`src/rtl/vector_writeback_sequencer.sv`:
```
// Write-back sequencer: in-order queue of vector results, one masked VRF write pulse each, retire on RF_FINISHED.
// Latency: push->write strobe 2 cycles, push->commit_valid 4 cycles; 3 cycles/entry steady state.
// Backpressure: in_ready low when queue full or rdy_in=0; optional WB_TIMEOUT_EN bounds WAIT and sets sticky wb_error.
`ifndef ONE_BYTE
`define ONE_BYTE 3'd0
`endif
`ifndef TWO_BYTE
`define TWO_BYTE 3'd1
`endif
`ifndef FOUR_BYTE
`define FOUR_BYTE 3'd2
`endif
`ifndef EIGHT_BYTE
`define EIGHT_BYTE 3'd3
`endif
`ifndef VECTOR_RF_WRITE
`define VECTOR_RF_WRITE 2'd1
`endif
`ifndef RF_NOP
`define RF_NOP 2'd0
`endif
`ifndef RF_FINISHED
`define RF_FINISHED 2'd1
`endif

module vector_writeback_sequencer #(
    parameter int LEN              = 32,
    parameter int VECTOR_SIZE      = 8,
    parameter int ENTRY_INDEX_SIZE = 3,
    parameter int QUEUE_DEPTH      = 2
) (
    input  logic                              clk,
    input  logic                              rst,
    input  logic                              rdy_in,
    input  logic                              in_valid,
    output logic                              in_ready,
    input  logic [4:0]                        in_rd,
    input  logic                              in_vm,
    input  logic [VECTOR_SIZE*LEN-1:0]        in_mask,
    input  logic [VECTOR_SIZE*LEN-1:0]        in_data,
    input  logic [ENTRY_INDEX_SIZE:0]         in_length,
    input  logic [2:0]                        in_data_type,
    output logic [1:0]                        rf_signal,
    output logic [4:0]                        rd,
    output logic                              vm,
    output logic [VECTOR_SIZE*LEN-1:0]        mask,
    output logic [VECTOR_SIZE*LEN-1:0]        data,
    output logic [ENTRY_INDEX_SIZE:0]         length,
    output logic [2:0]                        data_type,
    output logic                              write_back_enabled,
    input  logic [1:0]                        rf_status,
    output logic                              commit_valid,
    output logic [4:0]                        commit_rd,
    output logic                              busy,
    output logic                              wb_error
);
    localparam int VLEN = VECTOR_SIZE * LEN;
    localparam int LW   = ENTRY_INDEX_SIZE + 1;
    localparam int PW   = $clog2(QUEUE_DEPTH);
    localparam int CW   = PW + 1;

    // Element count never exceeds the slot count nor what fits in one register.
    function automatic int cap_for(input int bits);
        int c;
        c = VLEN / bits;
        return (c < VECTOR_SIZE) ? c : VECTOR_SIZE;
    endfunction

    localparam int CAP_1B = cap_for(8);
    localparam int CAP_2B = cap_for(16);
    localparam int CAP_4B = cap_for(32);
    localparam int CAP_8B = cap_for(64);

    typedef struct packed {
        logic [4:0]      rd;
        logic            vm;
        logic [VLEN-1:0] mask;
        logic [VLEN-1:0] data;
        logic [LW-1:0]   length;
        logic [2:0]      dtype;
    } entry_t;

    typedef enum logic [1:0] {IDLE, ISSUE, WAIT, RETIRE} state_t;

    entry_t          q [QUEUE_DEPTH];
    logic [PW-1:0]   rd_ptr, wr_ptr, nxt_ptr;
    logic [CW-1:0]   count;
    state_t          state, state_n;
    entry_t          push_entry, head, nxt, load_entry;
    logic [LW-1:0]   cap_len;
    logic            len_ok;
    logic            push, pop, load;
    logic            wbe_n, commit_n, commit_q;
    logic [1:0]      rfs_n;

`ifdef WB_TIMEOUT_EN
    logic [3:0] tcnt, tcnt_n;
    logic       drop, drop_n, err_q, err_n;
    assign wb_error = err_q;
`else
    assign wb_error = 1'b0;
`endif

    assign in_ready     = rdy_in && !rst && (count < CW'(QUEUE_DEPTH));
    assign push         = in_valid && in_ready;
    assign nxt_ptr      = rd_ptr + PW'(1);
    assign head         = q[rd_ptr];
    assign nxt          = q[nxt_ptr];
    assign busy         = (count != '0) || (state != IDLE);
    assign commit_valid = commit_q && rdy_in;

    always_comb begin
        cap_len = '0;
        len_ok  = 1'b1;
        case (in_data_type)
            `ONE_BYTE:   cap_len = LW'(CAP_1B);
            `TWO_BYTE:   cap_len = LW'(CAP_2B);
            `FOUR_BYTE:  cap_len = LW'(CAP_4B);
            `EIGHT_BYTE: cap_len = LW'(CAP_8B);
            default:     len_ok  = 1'b0;
        endcase
        push_entry.rd     = in_rd;
        push_entry.vm     = in_vm;
        push_entry.mask   = in_mask;
        push_entry.data   = in_data;
        push_entry.dtype  = in_data_type;
        push_entry.length = !len_ok ? '0 : ((in_length > cap_len) ? cap_len : in_length);
    end

    always_comb begin
        state_n    = state;
        load       = 1'b0;
        load_entry = head;
        pop        = 1'b0;
        wbe_n      = 1'b0;
        rfs_n      = 2'b00;
        commit_n   = 1'b0;
`ifdef WB_TIMEOUT_EN
        tcnt_n     = tcnt;
        drop_n     = drop;
        err_n      = err_q;
`endif
        case (state)
            IDLE: begin
                if (count != '0) begin
                    load    = 1'b1;
                    state_n = (head.length == '0) ? RETIRE : ISSUE;
                end
            end
            ISSUE: begin
                wbe_n   = 1'b1;
                rfs_n   = `VECTOR_RF_WRITE;
                state_n = WAIT;
`ifdef WB_TIMEOUT_EN
                tcnt_n  = '0;
`endif
            end
            WAIT: begin
                if (rf_status == `RF_FINISHED) begin
                    state_n = RETIRE;
                end
`ifdef WB_TIMEOUT_EN
                else if (tcnt == 4'd14) begin
                    // 15th unanswered WAIT cycle: give up on this entry.
                    err_n   = 1'b1;
                    drop_n  = 1'b1;
                    state_n = RETIRE;
                end else begin
                    tcnt_n = tcnt + 4'd1;
                end
`endif
            end
            RETIRE: begin
                pop = 1'b1;
`ifdef WB_TIMEOUT_EN
                commit_n = !drop;
                drop_n   = 1'b0;
`else
                commit_n = 1'b1;
`endif
                if (count > CW'(1)) begin
                    load       = 1'b1;
                    load_entry = nxt;
                    state_n    = (nxt.length == '0) ? RETIRE : ISSUE;
                end else begin
                    state_n = IDLE;
                end
            end
            default: state_n = IDLE;
        endcase
    end

    always_ff @(posedge clk) begin
        if (!rst && rdy_in && push) begin
            q[wr_ptr] <= push_entry;
        end
    end

    always_ff @(posedge clk) begin
        if (rst) begin
            state              <= IDLE;
            rd_ptr             <= '0;
            wr_ptr             <= '0;
            count              <= '0;
            rd                 <= '0;
            vm                 <= 1'b0;
            mask               <= '0;
            data               <= '0;
            length             <= '0;
            data_type          <= '0;
            write_back_enabled <= 1'b0;
            rf_signal          <= 2'b00;
            commit_q           <= 1'b0;
            commit_rd          <= '0;
`ifdef WB_TIMEOUT_EN
            tcnt               <= '0;
            drop               <= 1'b0;
            err_q              <= 1'b0;
`endif
        end else if (rdy_in) begin
            state <= state_n;
            if (push) begin
                wr_ptr <= wr_ptr + PW'(1);
            end
            if (pop) begin
                rd_ptr    <= nxt_ptr;
                commit_rd <= rd;
            end
            case ({push, pop})
                2'b10:   count <= count + CW'(1);
                2'b01:   count <= count - CW'(1);
                default: count <= count;
            endcase
            if (load) begin
                rd        <= load_entry.rd;
                vm        <= load_entry.vm;
                mask      <= load_entry.mask;
                data      <= load_entry.data;
                length    <= load_entry.length;
                data_type <= load_entry.dtype;
            end
            write_back_enabled <= wbe_n;
            rf_signal          <= rfs_n;
            commit_q           <= commit_n;
`ifdef WB_TIMEOUT_EN
            tcnt               <= tcnt_n;
            drop               <= drop_n;
            err_q              <= err_n;
`endif
        end
    end

endmodule

```
`config.mk`:
```
export PLATFORM = sky130hd
export DESIGN_NAME = vector_writeback_sequencer
export DESIGN_NICKNAME = d
export VERILOG_FILES = /design/src/rtl/vector_writeback_sequencer.sv
export SDC_FILE = /design/constraint.sdc
export NUM_CORES = 2
export LEC_CHECK = 0
export CORE_AREA = 4 4 410 412
export CTS_CLUSTER_DIAMETER = 200
export DETAILED_ROUTE_END_ITERATION = 10
export DIE_AREA = 0 0 414 416
export SYNTH_ARGS = -nofsm -noshare
export SYNTH_HDL_FRONTEND = slang
export SYNTH_SLANG_ARGS = --single-unit
```
`constraint.sdc`:
```
create_clock -name clk -period 93.5 [get_ports clk]
set_clock_uncertainty 0.05 [all_clocks]
set_input_delay 28.05 -clock clk [delete_from_list [all_inputs] [get_ports clk]]
set_output_delay 28.05 -clock clk [all_outputs]
set_load 0.05 [all_outputs]
```
==> summary.md <==
| Metric | Value |
|---|---|
| Critical Path AT | 29.93 ns |
| Vias | 35850 |
| TNS Setup | 0 ns |
| Crit-path cells | clkdlybuf4s50_1 > buf_4 > and2_1 > clkdlybuf4s50_1 |
| Static Leak | 23.76 nW |
| Netlist cell types | 35 |
| Final max-slew violation count | 0 |
| Vias in the first global route | 35280 |
| Dpl hpwl | 107.2 mm |
| Synthesized flop and latch total | 1589 |
| DIE HEIGHT | 416 µm |
| Initial DRC count | 2476 |
| Antenna Nets Post-Route | 0 |
| Die area | 0.1722 mm² |
| Longest Clk Path Bufs | 3 |
| Power per cell area | 22.37 mW/mm² |
| Min Tclk post-route | 58.03 ns |
| Max incr delay on CP | 0.88 ns |
| First-pass GRT wire length | 238.2 mm |
| Fmax | 17.23 MHz |
| Critical Path RT | 65.40 ns |
| Count leader, synth | nand2_1 |
| Clock Sinks | 1589 |
| Postcts setup bufs | 0 |
| TritonCTS buffer count | 168 |
| Outcome | complete, no violations |
| Initial Util | 33.28% |
| CTS HTree Levels | 4 |
| Antenna violations before repair | 62 |
| Top post-synthesis cells by area | edfxtp_1, dfxtp_1, a311oi_1, nand2_1, nor2_1 |
| Ys flop type | edfxtp_1 |
| VDD IR max | 0.00001884 V |
| Worst Hold Class | reg2reg |
| Largest net degree at the start of global routing | 204 |
| Period Utilization, post-route | 62.06% |
| Routability cong. | 0.8087 |
| Cell Area, Synth | 0.05472 mm² |
| Post-synthesis cell count | 4075 |
| Num rows | 149 |
| Number of synthesized flops with an enable pin | 1050 |
| Cts hold-fix bufs | 0 |
| Total gr overflow | 0 |
| Overall track demand over capacity in global routing | 18.46% |
| Synthesized area per cell | 13.43 µm² |
| Post-route DRC violation count | 0 |
| Yosys warning total | 0 |
| P&R area growth vs syn | 32.93% |
| CTS tree | built |
| Layout cell share with drive strength beyond 1 | 5.465% |
| Port bufs | 1065 |
| Max-cap violations | 0 |
| CP Class | in2out |
| Most used cell, CP | clkdlybuf4s50_1 |
| Worst-path clk slew | 0.06 ns |
| Slew margin rel. | 7.057% |
| Routed wire length | 166.2 mm |
| Sequential cell area fraction in the yosys report | 77.34% |
| Critical path's slowest cell | clkdlybuf4s50_1 |
| Top cells by count, synth | nand2_1, edfxtp_1, dfxtp_1, nor2_1, a311oi_1 |
| Final Hold Vio Count | 0 |
| Core area | 0.1644 mm² |
| Proportion of netlist area held by the largest area contributor | 57.62% |
| CP Capture Type | output port |
| Final hold slack | 0.4255 ns |
| Post-synth ARST share | 0% |
| Die X | 414 µm |
| Crit Path Max Fanout | 10 |
| Avg WL per Cell | 22.38 µm |
| Vias/cell | 4.828 |
| Number of I/O pins | 1068 |
| Crit start category | input port |
| Clock Tree Root | clkbuf_16 |
| Unrepaired setup endpoints after global routing | no |
| Clock latency on the worst-skew pair | 0.80 ns |
| Slew @ Worst Pin | 1.394 ns |
| TritonRoute pass-1 iters | 7 |
| Fin nets | 5597 |
| Post-cts resize count | 0 |
| # setup viols final | 0 |
| Dominant cell type by area after synthesis | edfxtp_1 |
## metrics by stage
step	power (mW)	worst slack, ns	area (µm²)	instances	util, %
2_1_floorplan	0.9176	35.92	54730	4076	-
3_3_place_gp	0.9912	35.42	67260	7075	40.91
6_report	1.627	35.47	72740	7425	44.24
5_1_grt	1.688	35.36	72720	7418	44.23
4_1_cts	1.648	35.45	72640	7386	44.18
3_5_place_dp	0.9944	35.46	67260	7075	40.91
## sequential cells by signal (all words and copies together), names as in the netlist, named ones only
register            flops
q                    1050
data                  256
mask                  256
commit_rd               5
rd                      5
length                  4
data_type               3
count                   2
state                   2
commit_q                1
rd_ptr                  1
vm                      1
wr_ptr                  1
write_back_enabled      1
## kinds of logic (layout without fill, tap and decap cells)
kind of cell	after synthesis	after routing	synth area share (%)
and+or+nand+nor	1620	1620	11.20
DFF	1589	1589	77.34
AOI/OAI and AO/OA	542	542	8.616
buffers and inverters	304	1425	2.449
adders and majority gates	10	10	0.2286
muxes	5	5	0.09375
xor gates and xnor gates	4	4	0.06403
other	1	41	0.006853
## area by class of cell
class | instances | area [µm²]
flip-flops and latches | 1589 | 42320
multi-input cells | 2183 | 11110
well taps | 2189 | 2739
diodes | 39 | 97.59
fillers | 14870 | 91690
clock buffers | 246 | 4701
inverters | 8 | 30.03
repair buffers | 1106 | 11060
clock inverters | 65 | 678.2
## placed cells by master, fill, tap and decap left out, drive strengths merged, types with 3 or more instances in the layout
| cell type | netlist | routed |
|---|---|---|
| clkdlybuf4s50 | 0 | 1064 |
| nand2 | 1063 | 1063 |
| edfxtp | 1050 | 1050 |
| dfxtp | 539 | 539 |
| nor2 | 536 | 536 |
| a311oi | 525 | 525 |
| clkbuf | 148 | 246 |
| clkinv | 0 | 47 |
| buf | 148 | 42 |
| diode | 0 | 39 |
| inv | 8 | 14 |
| ha | 10 | 10 |
| a21oi | 8 | 8 |
| bufinv | 0 | 8 |
| nand3 | 5 | 5 |
| nand2b | 4 | 4 |
| clkinvlp | 0 | 4 |
| mux2i | 4 | 4 |
| and2 | 3 | 3 |
| xnor2 | 3 | 3 |
| a211oi | 3 | 3 |
## worst max-delay path: cells and delay by family
family                 cells  cell delay [ns]
buffers and inverters      3             1.53
AND/OR/NAND/NOR            1             0.33
## report_power, final
| group | leakage [nW] | total [mW] | internal, mW | switching (mW) |
|---|---|---|---|---|
| clock | 2.61 | 0.649 | 0.373 | 0.276 |
| sequential | 13.9 | 0.789 | 0.776 | 0.0125 |
| combinational | 7.25 | 0.189 | 0.0662 | 0.123 |
## final timing paths
check,slack [ns],endpoint,startpoint,depth (start not counted)
setup / recovery,35.47,commit_valid,rdy_in,4
setup reg to reg,88.50,q[0][349],count[1],6
hold reg to reg,0.43,commit_q,commit_q,2
hold / removal,0.43,commit_q,commit_q,2
## metal layers
| metal | routed length, µm | part of all wire [%] | up-vias | global-route usage [%] |
|---|---|---|---|---|
| li1 | - | - | 16880 | - |
| met1 | 61240 | 37 | 17580 | 20.10 |
| met2 | 84330 | 51 | 1091 | 31.65 |
| met3 | 13340 | 8.0 | 284 | 6.510 |
| met4 | 7146 | 4.3 | 16 | 9.690 |
| met5 | 118 | 0.071 | - | 0 |
(Power assumes the default switching activity.)
